`src/rtl/fft_pkg.sv`:
```
// Shared FFT datapath defaults and the sample framer state encoding.
// Used by the framer, its sample banks and N_point_fft_seq.
package fft_pkg;

  localparam int SAMPLES = 16;
  localparam int WIDTH   = 32;

  typedef logic [WIDTH-1:0] sample_t;

  typedef enum logic {
    FILL = 1'b0,
    WAIT = 1'b1
  } framer_state_e;

endpackage

```
`src/rtl/sample_bank.sv`:
```
// One SAMPLES x WIDTH register bank: single indexed write per cycle,
// whole bank visible in parallel for the FFT frame.
module sample_bank #(
  parameter  int SAMPLES = fft_pkg::SAMPLES,
  parameter  int WIDTH   = fft_pkg::WIDTH,
  localparam int IDX_W   = $clog2(SAMPLES)
) (
  input  logic             clk,
  input  logic             rst,
  input  logic             we,
  input  logic [IDX_W-1:0] idx,
  input  logic [WIDTH-1:0] din,
  output logic [WIDTH-1:0] dout [SAMPLES]
);

  logic [WIDTH-1:0] mem [SAMPLES];

  always_ff @(posedge clk or negedge rst) begin
    if (!rst) begin
      for (int i = 0; i < SAMPLES; i++) begin
        mem[i] <= '0;
      end
    end else if (we) begin
      mem[idx] <= din;
    end
  end

  assign dout = mem;

endmodule

```
`src/rtl/fft_sample_framer.sv`:
```
// Packs a serial valid/ready sample stream into SAMPLES-wide frames for the FFT,
// double-buffered so the next frame fills while the current one is held.
//
// state | meaning
// ------+---------------------------------------------------------------
// FILL  | accepting samples into bank[fill_sel]
// WAIT  | fill bank complete, presented bank still owned by the FFT
module fft_sample_framer #(
  parameter int SAMPLES      = fft_pkg::SAMPLES,
  parameter int WIDTH        = fft_pkg::WIDTH,
  parameter bit DROP_ON_FULL = 1'b0
) (
  input  logic             clk,
  input  logic             rst,
  input  logic [WIDTH-1:0] in_sample,
  input  logic             in_valid,
  output logic             in_ready,
  output logic [WIDTH-1:0] frame [SAMPLES],
  output logic             frame_valid,
  input  logic             frame_ready,
  output logic [15:0]      drop_count
);

  import fft_pkg::*;

  localparam int               IDX_W    = $clog2(SAMPLES);
  localparam logic [IDX_W-1:0] LAST_IDX = IDX_W'(SAMPLES - 1);

  framer_state_e    state;
  framer_state_e    state_nxt;
  logic             fill_sel;
  logic [IDX_W-1:0] fill_idx;
  logic             accept;
  logic             last_accept;
  logic             handshake;
  logic             swap;
  logic             drop_event;
  logic             we0;
  logic             we1;
  logic [WIDTH-1:0] rd0 [SAMPLES];
  logic [WIDTH-1:0] rd1 [SAMPLES];

  assign handshake   = frame_valid && frame_ready;
  assign accept      = in_valid && in_ready && (state == FILL);
  assign last_accept = accept && (fill_idx == LAST_IDX);
  assign drop_event  = DROP_ON_FULL && (state == WAIT) && in_valid && (drop_count != 16'hFFFF);

  always_ff @(posedge clk or negedge rst) begin
    if (!rst) begin
      state <= FILL;
    end else begin
      state <= state_nxt;
    end
  end

  always_comb begin
    state_nxt = state;
    case (state)
      FILL: if (last_accept && frame_valid && !frame_ready) state_nxt = WAIT;
      WAIT: if (handshake) state_nxt = FILL;
      default: state_nxt = FILL;
    endcase
  end

  // A swap hands the just-filled bank to the FFT; it needs the presented bank free.
  always_comb begin
    in_ready = DROP_ON_FULL ? 1'b1 : (state == FILL);
    swap     = 1'b0;
    case (state)
      FILL: swap = last_accept && (!frame_valid || frame_ready);
      WAIT: swap = handshake;
      default: swap = 1'b0;
    endcase
  end

  always_ff @(posedge clk or negedge rst) begin
    if (!rst) begin
      fill_sel    <= 1'b0;
      fill_idx    <= '0;
      frame_valid <= 1'b0;
      drop_count  <= '0;
    end else begin
      if (swap) fill_sel <= ~fill_sel;
      if (accept) fill_idx <= fill_idx + IDX_W'(1);
      if (swap) begin
        frame_valid <= 1'b1;
      end else if (handshake) begin
        frame_valid <= 1'b0;
      end
      if (drop_event) drop_count <= drop_count + 16'd1;
    end
  end

  assign we0 = accept && !fill_sel;
  assign we1 = accept && fill_sel;

  sample_bank #(
    .SAMPLES (SAMPLES),
    .WIDTH   (WIDTH)
  ) u_bank0 (
    .clk  (clk),
    .rst  (rst),
    .we   (we0),
    .idx  (fill_idx),
    .din  (in_sample),
    .dout (rd0)
  );

  sample_bank #(
    .SAMPLES (SAMPLES),
    .WIDTH   (WIDTH)
  ) u_bank1 (
    .clk  (clk),
    .rst  (rst),
    .we   (we1),
    .idx  (fill_idx),
    .din  (in_sample),
    .dout (rd1)
  );

  always_comb begin
    for (int i = 0; i < SAMPLES; i++) begin
      frame[i] = fill_sel ? rd0[i] : rd1[i];
    end
  end

endmodule

```
`config.mk`:
```
export PLATFORM = sky130hd
export DESIGN_NAME = fft_sample_framer
export DESIGN_NICKNAME = d
export VERILOG_FILES = /design/src/rtl/fft_pkg.sv /design/src/rtl/sample_bank.sv /design/src/rtl/fft_sample_framer.sv
export SDC_FILE = /design/constraint.sdc
export NUM_CORES = 1
export LEC_CHECK = 0
export ABC_AREA = 1
export CAP_MARGIN = 20
export CELL_PAD_IN_SITES_DETAIL_PLACEMENT = 1
export CELL_PAD_IN_SITES_GLOBAL_PLACEMENT = 1
export CORE_ASPECT_RATIO = 0.9
export CORE_MARGIN = 4
export CORE_UTILIZATION = 37
export CTS_BUF_LIST = sky130_fd_sc_hd__clkbuf_16
export DETAILED_ROUTE_END_ITERATION = 6
export PLACE_DENSITY_LB_ADDON = 0.1
export SLEW_MARGIN = 10
export SYNTH_ARGS = -nofsm -noshare
export SYNTH_HDL_FRONTEND = slang
export SYNTH_HIERARCHICAL = 1
export SYNTH_SLANG_ARGS = --single-unit
```
`constraint.sdc`:
```
create_clock -name clk -period 1.9 [get_ports clk]
set_input_delay 0.475 -clock clk [delete_from_list [all_inputs] [get_ports clk]]
set_output_delay 0.475 -clock clk [all_outputs]
set_load 0.02 [all_outputs]
```
=== Word level (Yosys, flattened, before mapping) ===
Cells that the tools add are included.

* Register bits: 1,031
* Bits of input ports: 36
* Output and inout bits: 530

* $add $sub $neg: 1
* Order comparisons: 2
* Eq/ne operators: 1
* Multiplexer cells: 26
* Bitwise operators: 3
* Reduce and logical (&&, ||, !) cells: 15

{| class="wikitable"
|+ Operators with widths
! cell !! count
|-
| $bwmux W512 || 2
|-
| $mux W32 || 17
|-
| $demux W32 S4 || 1
|-
| $logic_and A1 B1 Y1 || 10
|-
| $ge A5 B5 Y1 const B || 1
|-
| $lt A5 B1 Y1 const B || 1
|-
| $not A4 Y5 || 1
|-
| $add A4 B1 Y4 const B || 1
|-
| $eq A4 B4 Y1 const B || 1
|-
| $mux W1 || 4
|-
| $pmux W1 S2 || 2
|-
| $logic_not A1 Y1 || 3
|-
| $not A1 Y1 || 2
|-
| $reduce_bool A2 Y1 || 1
|-
| $logic_or A1 B1 Y1 || 1
|}

=== Longest topological paths before layout ===
Gate-level depths: netlist of the first run.

* Word-level depth: 8
* Gate-level depth with buffers: 10
* Depth with buffers taken out: 8

=== By module ===
The synthesis of the first run kept the hierarchy.

{| class="wikitable"
|+ Modules (own cells, without submodules)
! module !! instances !! cells each !! area each (um2) !! sequential area each (um2)
|-
| sample_bank || 2 || 2,442 || 21,134.0 || 12,812.3
|-
| fft_sample_framer || 1 || 1,706 || 6,786.5 || 175.2
|}

=== Worst setup path after synthesis of the first run ===
Ideal clock, no wire load.

* Kind: register to register
* From: reg state
* To: reg u_bank0.mem (netlist bit u_bank0/dout[129])
* Arrival: 1.743 ns
* Data required time: 1.783 ns
* Slack: 0.040 ns
* Stages on the path, launching flop included: 11
* Buffers on the path: 2
* Clock period less this slack: 1.860 ns
* Cells stage by stage: dfrtp_1 > inv_1 > nand2_1 > nor2_1 > buf_2 > nand3_1 > inv_1 > nand2_1 > clkbuf_1 > nand2_1 > nand2_1

* Word-level cells in the longest chain between the ends: 4

{| class="wikitable"
|+ Ends and longest elaborated chain
! what !! line !! text
|-
| from (decl) || fft_sample_framer.sv:29 || <nowiki>framer_state_e state;</nowiki>
|-
| from (signal assigned) || fft_sample_framer.sv:52 || <nowiki>state <= state_nxt;</nowiki>
|-
| $not A1 Y1 (*) || n/a ||
|-
| via in_ready || fft_sample_framer.sv:17 || <nowiki>output logic in_ready,</nowiki>
|-
| $logic_and A1 B1 Y1 || fft_sample_framer.sv:44 || <nowiki>assign accept = in_valid && in_ready && (state == FILL);</nowiki>
|-
| $logic_and A1 B1 Y1 (*) || fft_sample_framer.sv:44 ||
|-
| $logic_and A1 B1 Y1 (*) || fft_sample_framer.sv:94 || <nowiki>assign we0 = accept && !fill_sel;</nowiki>
|-
| via we0 || fft_sample_framer.sv:38 || <nowiki>logic we0;</nowiki>
|-
| to (signal, indexed assignment) || sample_bank.sv:24 || <nowiki>mem[idx] <= din;</nowiki>
|-
| to (decl) || sample_bank.sv:16 || <nowiki>logic [WIDTH-1:0] mem [SAMPLES];</nowiki>
|}

The timed path passes the listed nets; every way through them passes the cells marked *.
A chain may end at the register's enable or synchronous reset.

==> flow_summary.ini, run 1 <==
[routing]
vias = 46500
finalWirelength_um = 217000
drc = 0
vias_per_cell = 5.23
wl_per_cell_um = 24.4
drtIter0Drc = 3703
ant_nets = 0
drt-pass1-iter-count = 5

[worst_setup_path]
cpMostUsedCell = buf_16
worstPathArrival_ns = 2.31
timing.critical_path.buf_inv = 5
cp.required_ns = 1.42
critPathMaxFanout = 10
r2r-start = fill_sel$_DFFE_PN0P_
cp-end-kind = output port
critPathKind = flip-flop to output port
cp_slowest_cell = dfrtp_4
cp_top_family = buffers and inverters
cp-start-kind = flip-flop
critical-path-max-stage-delay_ns = 0.52
startpoint = fill_sel$_DFFE_PN0P_
path_cells = buf_16 -> buf_16 -> buf_16 -> buf_12 -> nand2_1 -> nand2_1 -> clkbuf_2

[global_routing]
first_global_vias = 47700
gr-usage-met1_pct = 42.3
top_usage_layer = met2
grt_max_degree = 90
grtUsageTotal_pct = 30.4
use_met2_pct = 48.9
antenna_found_initial = 11
grt-ovfl-total = 0
grt_util_met3_pct = 5.47
grt_pass1_wl_um = 319000

[floorplanning]
io_pins = 566
die_area_um2 = 138000
dieHeight_um = 353
rows = 126
die_w_um = 392
core_area_um2 = 131000
start_util_pct = 37.3

[sta]
rsz0062_at_grt = true
min_period_ns = 2.79
clock_skew_ns = 0.0232
maxSlewHeadroom_pct = 57.8
slew_viol_final = 0
tightest_slew_ns = 0.633
finalCritPeriodShare_pct = 147
hold_slack_ns = 0.196
fmax_ghz = 0.359
hold_viol = 0
setup_tns_ns = -657.95
worst_slack_ns = -0.888
setup_violations = 1537

[cells_and_area]
nFillCells = 15700
final_cell_mix = 3874 x nand2_1, 1030 x dfrtp_1, 384 x nand4_1
fin_nets = 7097
layout_commonest_cell = nand2_1
post-route-util_pct = 48.3
layout-drive-gt1-share_pct = 14.8
area_growth_pct = 29.5
fin_area_um2 = 63500

[clock_network]
cts_made_buffers = 116
cts_buffer_depth = 3
ctsHtreeMaxLevel = 3
clk_pin_slew_ns = 0.07
clock-sinks = 1031
clkLatencyLatePin_ns = 0.74
cts_root_buf = clkbuf_16
cts_tree = yes

[placed_design]
dpl_cell_area_um2 = 59000
io_buffer_count = 549
hpwl_um = 136000
gp_congestion = 0.809

[synth]
ys_types = 20
synth_top_cell_by_area = dfrtp_1
synth.top_cell.area_share_pct = 52.6
synth_warnings = 6
syn-instance-count = 6590
synth-seq-cells = 1031
ys_top_cells_by_area = dfrtp_1 53%, nand2_1 31%, nand4_1 4.9%, o21bai_1 3.9%, buf_2 2.6%
syn_area_per_cell_um2 = 7.44
synth_seq_area_share_pct = 52.6
synth_area_um2 = 49100

[outcome]
status = finished, violations left
violations = setup timing

[job]
maxCapViolCount = 0

[power_and_ir_drop]
power_density_nw_per_um2 = 724
ir_worst_vdd_uv = 625
power.total_uw = 46000
leakage_uw = 0.0372

[worst_hold_path]
holdCritStartpoint = in_sample[5]
hold_path.class = input port to flip-flop
==> synthesized netlist by cell type <==
cell         n
a21boi_0     1
buf_1       18
buf_2      256
buf_4       18
clkbuf_1   279
clkinv_1     2
conb_1       1
dfrtp_1   1031
ha_1         1
inv_1      272
inv_2        1
nand2_1   4001
nand3_1     28
nand4_1    384
nor2_1      31
nor2_2       6
o21ai_0      1
o21bai_1   256
xnor2_1      1
xor2_1       2
==> per-layer routing <==
metal / vias to the layer above / part of all wire [%]
met1: 23700 / 44
met5: - / 0.0060
met4: 2 / 2.8
met2: 1409 / 47
li1: 21200 / -
met3: 255 / 6.1
==> power by group <==
| group | switching [µW] | internal, µW |
|---|---|---|
| combinational | 1260 | 300 |
| clock | 9730 | 12700 |
| sequential | 0 | 22000 |
| total | 11000 | 35000 |
==> worst paths after layout <==
check | depth (start not counted) | endpoint | slack, ns
hold reg to reg | 2 | u_bank0/dout[283]$_DFFE_PN0P_ | 0.47
max in group asynchronous | 4 | u_bank0/dout[51]$_DFFE_PN0P_ | 0.79
setup / recovery | 7 | frame[187] | -0.89
hold / removal | 3 | u_bank1/dout[389]$_DFFE_PN0P_ | 0.20
setup reg to reg | 10 | u_bank1/dout[167]$_DFFE_PN0P_ | -0.36
min in group asynchronous | 2 | u_bank1/dout[492]$_DFFE_PN0P_ | 0.22
==> cell families after synthesis <==
family                     synth area share (%)
other                                   0.00764
DFF                                        52.6
xor gates and xnor gates                 0.0536
buffers and inverters                      7.26
AOI/OAI and AO/OA                          3.94
adders and majority gates                0.0255
and+or+nand+nor                            36.1
==> through the flow <==
stage | instances | setup slack (ns)
finish | 8892 | -0.888
global route | 8884 | -0.957
CTS | 8859 | -1.35
detailed placement | 8625 | -0.603
global placement | 8625 | -0.569
floorplan | 6605 | 0.0402
==> flip-flops by register name, indices dropped and copies added, names as in the netlist <==
| name | flops |
|---|---|
| fill_idx | 4 |
| frame_valid | 1 |
| u_bank1/dout | 512 |
| state | 1 |
| fill_sel | 1 |
| u_bank0/dout | 512 |
==> worst min-delay path, stage by stage <==
cell and delay, ns:
buf_2 0.21, nand4_1 0.14, nand2_1 0.05
==> area by class of cell <==
cell class | count | area, µm² | area share (%)
Sequential cell | 1031 | 25800 | 40.6
Multi-Input combinational cell | 4728 | 20400 | 32.1
Timing Repair Buffer | 907 | 10400 | 16.4
Clock buffer | 119 | 2980 | 4.69
Tap cell | 1728 | 2160 | 3.40
Inverter | 275 | 1060 | 1.67
Clock inverter | 95 | 706 | 1.11
Timing Repair inverter | 1 | 20.0 | 0.0315
Antenna cell | 8 | 20.0 | 0.0315
==> repair_timing <==
action,4_1_cts,5_1_grt
gates cloned,9,16
hold buffers,1,0
buffers inserted,10,10
endpoints found under the setup margin,1465,1539
pin swaps,8,16
resized for setup,357,1062
endpoints found under the hold margin,108,0
Note: power is estimated with default switching activity, not from simulation.
==> inputs of run 2 (changes only) <==
Settings changed: GPL_TIMING_DRIVEN from default to 0.
==> flow_summary.ini, run 2 (synthesized netlist as in run 1, its figures left out) <==
[outcome]
status = finished, violations left
violations = hold timing, setup timing

[clock_network]
clkLatencyLatePin_ns = 0.75
cts_made_buffers = 114
cts_buffer_depth = 3
cts_root_buf = clkbuf_16
ctsHtreeMaxLevel = 3
cts_tree = yes
clock-sinks = 1031
clk_pin_slew_ns = 0.06

[worst_hold_path]
hold_path.class = input port to async pin

[global_routing]
gr-usage-met1_pct = 47.8
top_usage_layer = met2
grtUsageTotal_pct = 34.9
use_met2_pct = 51.3
grt_pass1_wl_um = 348000
first_global_vias = 48600
antenna_found_initial = 25
grt_util_met3_pct = 10.3
grt_max_degree = 143
grt-ovfl-total = 0

[sta]
hold_slack_ns = -0.340
fmax_ghz = 0.345
worst_slack_ns = -1.00
clock_skew_ns = 0.0382
min_period_ns = 2.90
slew_viol_final = 0
finalCritPeriodShare_pct = 153
tightest_slew_ns = 1.27
setup_violations = 1681
maxSlewHeadroom_pct = 15.0
hold_viol = 80
rsz0062_at_grt = true

[cells_and_area]
fin_nets = 7334
post-route-util_pct = 46.4
nFillCells = 16400
area_growth_pct = 24.3
final_cell_mix = 3945 x nand2_1, 1029 x dfrtp_1, 384 x nand4_1
layout-drive-gt1-share_pct = 12.5
layout_commonest_cell = nand2_1

[worst_setup_path]
reg2reg_setup_slack_ns = -1.00
rr_worst_depth = 9
cpMostUsedCell = nand2_1
r2r-start = fill_sel$_DFFE_PN0P_
cp_slowest_cell = nor2_1
cp-start-kind = flip-flop
worstPathArrival_ns = 3.57
worstReg2RegEnd = u_bank0/dout[181]$_DFFE_PN0P_
critical-path-max-stage-delay_ns = 0.74
critPathMaxFanout = 10
cp.required_ns = 2.57
cp-end-kind = flip-flop
critPathKind = flip-flop to flip-flop
path_cells = buf_12 -> buf_4 -> buf_6 -> nor2_4 -> nand3_1 -> nor2_1 -> buf_2 -> nand2_1 -> nand2_1

[floorplanning]
core_area_um2 = 131000
rows = 126
die_w_um = 392
dieHeight_um = 353
start_util_pct = 37.3
die_area_um2 = 138000
io_pins = 566

[routing]
drc = 0
drtIter0Drc = 5461
wl_per_cell_um = 27.3
drt-pass1-iter-count = 6
finalWirelength_um = 249000
vias = 49100
ant_nets = 0
vias_per_cell = 5.38

[placed_design]
dp_slack_ns = -1.78
gp_congestion = 0.905
hpwl_um = 175000
io_buffer_count = 517

[job]
maxCapViolCount = 0

[power_and_ir_drop]
power.total_uw = 44800
ir_worst_vdd_uv = 663
power_density_nw_per_um2 = 734
leakage_uw = 0.0351
[run 2: cell count changes in the layout (fill, tap and decap cells not counted), sizes merged, moves of 3 or more]
| cell | before | now |
|---|---|---|
| clkdlybuf4s50 | 3 | 6 |
| dlymetal6s2s | 169 | 75 |
| dlygate4sd2 | 0 | 96 |
| clkdlybuf4s15 | 13 | 80 |
| inv | 304 | 308 |
| buf | 530 | 395 |
| bufinv | 11 | 3 |
| clkinv | 55 | 44 |
| diode | 8 | 15 |
| clkbuf | 308 | 612 |
[run 2: how the worst max path moves through the flow]
stage                         startpoint                             to  slack, ns
global route        fill_sel$_DFFE_PN0P_                      frame[34]      -1.04
finish              fill_sel$_DFFE_PN0P_  u_bank0/dout[181]$_DFFE_PN0P_      -1.00
detailed placement              in_valid  u_bank0/dout[278]$_DFFE_PN0P_      -1.78
global placement                     rst  u_bank0/dout[114]$_DFFE_PN0P_     -50.38
CTS                 fill_sel$_DFFE_PN0P_                     frame[325]      -1.20
floorplan                state$_DFF_PN0_  u_bank0/dout[129]$_DFFE_PN0P_       0.04
[run 2: layout make-up]
class,instances,area (µm²),share of cell area (%)
inverter,275,1050,1.72
sequential,1031,25800,42.3
clock buffer,118,2950,4.84
multi-input combinational,4728,20100,33.0
tap,1728,2160,3.55
timing repair buffer,576,4950,8.12
antenna,15,37.5,0.0616
clock inverter,81,420,0.689
buffer,571,3460,5.68
[run 2: stage by stage]
stage | setup TNS (ns) | instance area [µm²] | hold slack, ns | instances
floorplan | 0 | 49100 | 0.179 | 6605
global placement | - | 56400 | 0.453 | 8850
detailed placement | -2058.11 | 57000 | 0.426 | 8878
CTS | -1337.14 | 60700 | -0.358 | 9079
global route | -1262.43 | 61000 | -0.348 | 9110
finish | -1151.91 | 61000 | -0.340 | 9123
[run 2: critical path: cells and delay by family, from the launching register on]
family                 cells  cell delay, ns
buffers and inverters      4            0.93
DFF                        1            0.48
and+or+nand+nor            5            1.40
[run 2: layer usage]
layer | up-vias | wire length [µm] | part of all wire [%]
met5 | - | 59 | 0.024
met4 | 8 | 11600 | 4.6
met3 | 475 | 26100 | 10
met2 | 2280 | 107000 | 43
met1 | 24700 | 104000 | 42
li1 | 21600 | - | -
[run 2: power breakdown]
part	internal, µW	switching (µW)	total, µW
registers	22000	0	22000
clock network	11500	9620	21100
logic	174	1550	1720
[run 2: repair_timing]
item                                    4_1_cts  5_1_grt
pin swaps                                     0       14
endpoints found under the setup margin     1662     1786
setup buffers                                 1       24
cloned                                        1        3
endpoints found under the hold margin        80       80
gates resized for setup                     743      893
